## src/rtl/ahb_mtx_arb_param.sv

```systemverilog
// Output-stage arbiter for the AHB bus matrix. It chooses which input port drives a shared slave port,
// using fixed-priority or round-robin selection, and it can hold the grant for the length of a defined burst.

// Per-port request lane. The port that currently holds the grant keeps requesting while its transfer is live.
module ahb_mtx_arb_req_lane #(
  parameter int ADDR_W   = 3,
  parameter int PORT_IDX = 0
) (
  input  logic              req,
  input  logic              active,
  input  logic [ADDR_W-1:0] addr_in_port,
  output logic              eff_req
);
  assign eff_req = req | (active & (addr_in_port == ADDR_W'(PORT_IDX)));
endmodule

module ahb_mtx_arb_param #(
  parameter int NUM_PORTS  = 4,
  parameter int PORT_BASE  = 0,
  parameter int ADDR_W     = 3,
  parameter int RR_MODE    = 0,
  parameter int BURST_HOLD = 1
) (
  input  logic                 HCLK,
  input  logic                 HRESET,
  input  logic [NUM_PORTS-1:0] req_port,
  input  logic                 HREADYM,
  input  logic                 HSELM,
  input  logic [1:0]           HTRANSM,
  input  logic [2:0]           HBURSTM,
  input  logic                 HMASTLOCKM,
  output logic [ADDR_W-1:0]    addr_in_port,
  output logic                 no_port
);
  localparam int IDX_W = (NUM_PORTS > 1) ? $clog2(NUM_PORTS) : 1;

  localparam logic [1:0] TR_IDLE = 2'b00;
  localparam logic [1:0] TR_BUSY = 2'b01;
  localparam logic [1:0] TR_NSEQ = 2'b10;
  localparam logic [1:0] TR_SEQ  = 2'b11;

  logic [IDX_W-1:0]     rr_ptr;
  logic [3:0]           beat_cnt, beat_cnt_nxt;
  logic                 active;
  logic [NUM_PORTS-1:0] eff_req;
  logic [IDX_W-1:0]     win_idx;
  logic                 win_vld;
  logic [ADDR_W-1:0]    addr_nxt;
  logic                 no_port_nxt;
  logic                 rr_load;

  assign active = ~no_port & HSELM & (HTRANSM != TR_IDLE);

  for (genvar i = 0; i < NUM_PORTS; i++) begin : g_lane
    ahb_mtx_arb_req_lane #(
      .ADDR_W   (ADDR_W),
      .PORT_IDX (PORT_BASE + i)
    ) u_lane (
      .req          (req_port[i]),
      .active       (active),
      .addr_in_port (addr_in_port),
      .eff_req      (eff_req[i])
    );
  end

  // The scan runs downward, so the last hit it records is the one with the highest priority.
  always_comb begin
    logic [IDX_W-1:0] cand;
    cand    = '0;
    win_idx = '0;
    win_vld = 1'b0;
    if (RR_MODE == 0) begin
      for (int i = NUM_PORTS - 1; i >= 0; i--) begin
        if (eff_req[i]) begin
          win_idx = IDX_W'(i);
          win_vld = 1'b1;
        end
      end
    end else begin
      for (int j = NUM_PORTS; j >= 1; j--) begin
        cand = IDX_W'((int'(rr_ptr) + j) % NUM_PORTS);
        if (eff_req[cand]) begin
          win_idx = cand;
          win_vld = 1'b1;
        end
      end
    end
  end

  // Remaining SEQ beats of a defined-length burst. A BUSY beat holds the count.
  always_comb begin
    beat_cnt_nxt = 4'd0;
    if (BURST_HOLD != 0) begin
      case (HTRANSM)
        TR_NSEQ: begin
          if (HSELM) begin
            case (HBURSTM)
              3'b010, 3'b011: beat_cnt_nxt = 4'd3;
              3'b100, 3'b101: beat_cnt_nxt = 4'd7;
              3'b110, 3'b111: beat_cnt_nxt = 4'd15;
              default:        beat_cnt_nxt = 4'd0;
            endcase
          end
        end
        TR_SEQ:  if (HSELM && beat_cnt != 4'd0) beat_cnt_nxt = beat_cnt - 4'd1;
        TR_BUSY: beat_cnt_nxt = beat_cnt;
        default: beat_cnt_nxt = 4'd0;
      endcase
    end
  end

  always_comb begin
    addr_nxt    = addr_in_port;
    no_port_nxt = no_port;
    rr_load     = 1'b0;
    if (!HMASTLOCKM) begin
      if (beat_cnt_nxt != 4'd0) begin
        no_port_nxt = 1'b0;
      end else if (win_vld) begin
        addr_nxt    = ADDR_W'(PORT_BASE) + ADDR_W'(win_idx);
        no_port_nxt = 1'b0;
        rr_load     = 1'b1;
      end else if (HSELM) begin
        no_port_nxt = 1'b0;
      end else begin
        no_port_nxt = 1'b1;
      end
    end
  end

  always_ff @(posedge HCLK) begin
    if (HRESET) begin
      addr_in_port <= ADDR_W'(PORT_BASE);
      no_port      <= 1'b1;
      rr_ptr       <= '0;
      beat_cnt     <= 4'd0;
    end else if (HREADYM) begin
      addr_in_port <= addr_nxt;
      no_port      <= no_port_nxt;
      beat_cnt     <= beat_cnt_nxt;
      if (rr_load) rr_ptr <= win_idx;
    end
  end
endmodule

```

## config.mk

```make
export PLATFORM = sky130hd
export DESIGN_NAME = ahb_mtx_arb_param
export DESIGN_NICKNAME = d
export VERILOG_FILES = /design/src/rtl/ahb_mtx_arb_param.sv
export SDC_FILE = /design/constraint.sdc
export NUM_CORES = 1
export LEC_CHECK = 0
export CORE_AREA = 2 2 39 41
export CTS_CLUSTER_DIAMETER = 60
export DETAILED_ROUTE_END_ITERATION = 8
export DIE_AREA = 0 0 41 43
export HOLD_SLACK_MARGIN = 0.15
export PLACE_DENSITY = 0.72
export SLEW_MARGIN = 20
export SYNTH_ARGS = -nofsm -noshare
export SYNTH_HDL_FRONTEND = slang
export SYNTH_SLANG_ARGS = --single-unit
```

## constraint.sdc

```tcl
create_clock -name HCLK -period 2 [get_ports HCLK]
set_input_delay 0.2 -clock HCLK [delete_from_list [all_inputs] [get_ports HCLK]]
set_output_delay 0.2 -clock HCLK [all_outputs]
set_load 0.05 [all_outputs]
```

==> qor.csv, run 1 <==
stage;metric;value;unit
status;run_status;completed;
routing;first_pass_iters;4;
power_and_ir_drop;power.total;0.000393;W
synth;async_flop_share;0;
synth;synth_common_cells;o21ai_0, dfxtp_1, a21oi_1, nand2_1, nand2b_1;
synth;syn-num-nets;83;
setup_path;crit_buf_inv;1;
placement;gp_congestion;0.757;
floorplan;core;1380;µm²
sta;hold_viol_final;0;
synth;syn_area;533;µm²
sta;skew;4.23;ps
floorplan;die_w;41;µm
power_and_ir_drop;pwr-share-comb;0.284;
sta;drv_slew;0;
clock_tree;root_buffer;clkbuf_4;
global_route;track_usage;0.174;
power_and_ir_drop;leakagePower;0.261;nW
sta;rsz0062_at_grt;false;
clock_tree;holdBufCountCts;0;
synth;yosysWarnings;0;
clock_tree;cts_tree;built;
synth;yosys.area.top_type;dfxtp_1;
synth;synthFlopType;dfxtp_1;
power_and_ir_drop;netSwitchingPower;0.000117;W
routing;avgRoutedWirePerCell;12.2;µm
global_route;grt_pass1_vias;528;
routing;wl;1250;µm
sta;fin_crit_sh;0.862;
min_path;hold_path_depth;2;
power_and_ir_drop;power.share.sequential;0.392;
placement;post-dp-hpwl;1000;µm
setup_path;crit_family;compound AO/OA/AOI/OAI gates;
routing;postRouteAntennaNets;0;
layout;final_cell_area;727;µm²
synth;synth_edf_count;0;
synth;netlist_instances;68;
clock_tree;postCtsSetupBuffers;0;
floorplan;dieHeight;43;µm
placement;portBuffers;15;
synth;ys_types;32;
global_route;antenna_found_initial;0;
power_and_ir_drop;swShare;0.297;
routing;via_per_inst;5.72;
clock_tree;insertion_delay;250;ps
placement;place_ws;112;ps
sta;fin_setup_tns;0;ps
floorplan;die-area;1760;µm²
power_and_ir_drop;max-vdd-ir-drop;0.339;mV
clock_tree;ctsResizeCount;0;
sta;fin_ws;275;ps
setup_path;cp.arrival;1880;ps
flow_run;drv_cap;0;
layout;final_cell_count_no_fill;103;
clock_tree;cts_buffers;3;
power_and_ir_drop;pwr-share-clk;0.325;
setup_path;required;2150;ps
setup_path;slowest_stage;dfxtp_1;
layout;num_antenna_cells;0;
setup_path;worstPathMaxFanout;6;
min_path;min_path_type;flop to flop;
routing;drc_errors;0;
synth;avgSynthCellArea;7.84;µm²
placement;post_dp_cell_area;701;µm²
setup_path;path_cells;inv_1, ha_1, xor2_1, nor3_1, o211a_4, a31oi_1, a311oi_1;
synth;synthTopCellsByArea;dfxtp_1, o21ai_0, nand2b_1;
routing;drt_iter0_drc;12;
synth;synth-seq-cells;7;
setup_path;worstSetupEndpointType;flop;
clock_tree;clk_pin_slew_worst_paths;60;ps
synth;yosys.area.top_type_share;0.263;
routing;route.vias.total;589;
clock_tree;cts_sinks;7;
layout;nNetsFinal;103;
sta;min_period;1720;ps
setup_path;r2r.worst_path.cells;7;
power_and_ir_drop;p_int;0.000277;W
sta;fmax;580;MHz
global_route;grt-ovfl-total;0;
sta;setup_viol;0;
setup_path;critPathMaxStageDelay;410;ps
layout;syn2layout_area_growth;36.4;%
power_and_ir_drop;power_density;541;nW/µm²
setup_path;worstSetupPathDepth;7;
global_route;grt_pass1_wl;2150;µm
layout;layout-drive-gt1-share;0.103;
placement;place_inst;99;
global_route;grt_max_degree;9;
synth;yosysMostFrequentCell;o21ai_0;
setup_path;crit_type;flop to flop;
floorplan;num_rows;14;
floorplan;initial_core_util;0.385;
clock_tree;cts_max_level;1;
setup_path;crit_path_start_kind;flop;
synth;synth-seq-area-share;0.263;
floorplan;top_level_ports;18;
clock_tree;cts_max_path_buffers;2;
placed cells by master (no fill, tap or decap), types with 2 or more instances in the layout:
cell              n
clkdlybuf4s50_1  15
o21ai_0           8
dfxtp_1           7
nand2_1           6
a21oi_1           6
nand2b_1          5
nor2_1            4
nor3_1            4
clkbuf_4          3
inv_1             2
nor4_1            2
a22oi_1           2
buf_4             2
layer usage:
metal | vias to the layer above | track usage | wire length [µm]
met5 | - | 0 | 0
met1 | 275 | 0.217 | 560
met4 | 0 | 0.0600 | 14
met2 | 17 | 0.284 | 609
met3 | 2 | 0.0314 | 70
li1 | 295 | - | -
worst paths after layout:
check,startpoint,end,slack [ps]
worst max-delay path,beat_cnt[0],addr_in_port[1],280
worst min register to register,addr_in_port[0],addr_in_port[0],520
worst min-delay path,addr_in_port[0],addr_in_port[0],520
worst max register to register,beat_cnt[0],addr_in_port[1],280
through the flow:
step | hold slack [ps] | util
global placement | 493 | 0.506
floorplan | 357 | -
CTS | 524 | 0.525
detailed placement | 503 | 0.506
finish | 525 | 0.525
global route | 563 | 0.525
sequential cells by signal, summed over array words and instances (netlist names):
signal and flops:
addr_in_port 2, beat_cnt 4, no_port 1
power by group through the flow:
stage               registers, W  clock network, W  logic [W]
detailed placement      0.000157                 0   0.000111
finish                  0.000154          0.000128   0.000112
floorplan               0.000168                 0  0.0000528
global route            0.000155          0.000143   0.000122
global placement        0.000157                 0   0.000110
CTS                     0.000154          0.000133   0.000112
cells by family after synthesis:
group,share of synthesized area
AOI/OAI and AO/OA,0.298
xor gates and xnor gates,0.0164
adders and majority gates,0.0235
buffers and inverters,0.0470
DFF,0.263
muxes,0.0188
other,0.00704
and+or+nand+nor,0.326
tightest hold or removal path, cell delays in order, from the launching register on:
cell and delay [ps]:
dfxtp_1 330, nand2b_1 80, mux2i_1 60
area by class of cell:
| class | instances | area [µm²] |
|---|---|---|
| Fill cell | 135 | 657 |
| Multi-Input combinational cell | 57 | 368 |
| Timing Repair Buffer | 17 | 165 |
| Sequential cell | 7 | 140 |
| Clock buffer | 4 | 26.3 |
| Tap cell | 16 | 20.0 |
| Inverter | 2 | 7.51 |
(Power assumes the default switching activity.)
==> inputs of run 2 (changes only) <==
Settings changed: CORE_AREA 2 2 39 41 to 2 2 43 45, DIE_AREA 0 0 41 43 to 0 0 45 47, PLACE_DENSITY 0.72 to unset.
==> qor.csv, run 2 (synthesis results as in run 1) <==
stage;metric;value;unit
routing;via_per_inst;5.39;
clock_tree;postCtsSetupBuffers;0;
placement;post-dp-hpwl;995;µm
floorplan;top_level_ports;18;
setup_path;worstSetupEndpointType;flop;
layout;final_cell_area;737;µm²
global_route;grt-ovfl-total;0;
clock_tree;root_buffer;clkbuf_4;
power_and_ir_drop;leakagePower;0.268;nW
layout;layout_common_cells;clkdlybuf4s50_1, o21ai_0, dfxtp_1;
global_route;track_usage;0.133;
clock_tree;cts_buffers;3;
layout;nNetsFinal;104;
setup_path;crit_type;flop to flop;
routing;route.vias.total;566;
status;run_status;completed;
clock_tree;holdBufCountCts;0;
sta;setup_viol;0;
min_path;min_path_type;flop to flop;
sta;fin_crit_sh;0.857;
floorplan;initial_core_util;0.323;
layout;utilization;0.446;
placement;gp_congestion;0.868;
clock_tree;cts_max_level;1;
setup_path;required;2120;ps
global_route;use_met3;0.0346;
layout;top_regs;beat_cnt (4), addr_in_port (2), no_port (1);
clock_tree;clk_pin_slew_worst_paths;60;ps
global_route;grt_pass1_wl;2040;µm
global_route;met1_usage;0.163;
routing;drt_iter0_drc;13;
floorplan;die_w;45;µm
global_route;antenna_found_initial;0;
power_and_ir_drop;max-vdd-ir-drop;0.280;mV
sta;hold_ws;518;ps
clock_tree;cts_max_path_buffers;2;
global_route;grt_max_degree;9;
routing;postRouteAntennaNets;0;
setup_path;cp.arrival;1840;ps
setup_path;crit_path_start_kind;flop;
routing;drc_errors;0;
floorplan;die-area;2120;µm²
flow_run;drv_cap;0;
layout;largest_register;beat_cnt;
layout;largest_reg_flops;4;
placement;post_dp_cell_area;709;µm²
floorplan;num_rows;15;
layout;num_antenna_cells;0;
setup_path;worstPathMaxFanout;7;
sta;fin_setup_tns;0;ps
clock_tree;ctsResizeCount;0;
floorplan;core;1650;µm²
sta;rsz0062_at_grt;false;
global_route;busiest_layer;met2;
routing;avgRoutedWirePerCell;12.0;µm
sta;drv_slew;0;
clock_tree;cts_sinks;7;
placement;portBuffers;15;
global_route;grt_use_met2;0.203;
routing;first_pass_iters;4;
clock_tree;insertion_delay;250;ps
placement;place_inst;101;
power_and_ir_drop;power_density;534;nW/µm²
global_route;grt_pass1_vias;507;
layout;layout_commonest_cell;clkdlybuf4s50_1;
layout;layout-drive-gt1-share;0.125;
sta;min_period;1710;ps
routing;wl;1260;µm
sta;fmax;584;MHz
sta;skew;4.51;ps
layout;final_cell_count_no_fill;105;
floorplan;dieHeight;47;µm
clock_tree;cts_tree;built;
layout;syn2layout_area_growth;38.3;%
sta;hold_viol_final;0;
[run 2: where the power goes]
group          internal (W)  switching, W
combinational     0.0000549     0.0000576
clock             0.0000731     0.0000539
sequential         0.000147    0.00000763
total              0.000274      0.000119
[run 2: worst paths after layout]
kind,startpoint,to,slack (ps),depth (start not counted)
setup / recovery,beat_cnt[0],addr_in_port[1],290,7
setup reg to reg,beat_cnt[0],addr_in_port[1],290,7
hold / removal,no_port,no_port,520,2
hold reg to reg,no_port,no_port,520,2
[run 2: metrics by stage]
stage / worst slack, ps / power (W)
after floorplan: 444 / 0.000221
after global placement: 92.9 / 0.000268
after detailed placement: 106 / 0.000269
after CTS: 287 / 0.000400
after global routing: 127 / 0.000418
final: 287 / 0.000394
[run 2: final cells by class]
| cell class | count | area, µm² |
|---|---|---|
| Fill cell | 169 | 915 |
| Multi-Input combinational cell | 57 | 368 |
| Timing Repair Buffer | 18 | 173 |
| Sequential cell | 7 | 140 |
| Clock buffer | 3 | 22.5 |
| Tap cell | 17 | 21.3 |
| Inverter | 2 | 7.51 |
| Clock inverter | 1 | 5.00 |
[run 2: critical path, cell delays in order, from the launching register on]
cell and delay (ps):
dfxtp_1 400, inv_1 60, ha_1 230, nand2b_1 110, o2111ai_2 210, o211a_4 330
a31oi_1 170, a311oi_1 70
[run 2: per-layer routing]
layer | up-vias | part of all wire
met5 | - | 0
met3 | 0 | 0.066
met1 | 256 | 0.47
li1 | 296 | -
met2 | 14 | 0.46
met4 | 0 | 0
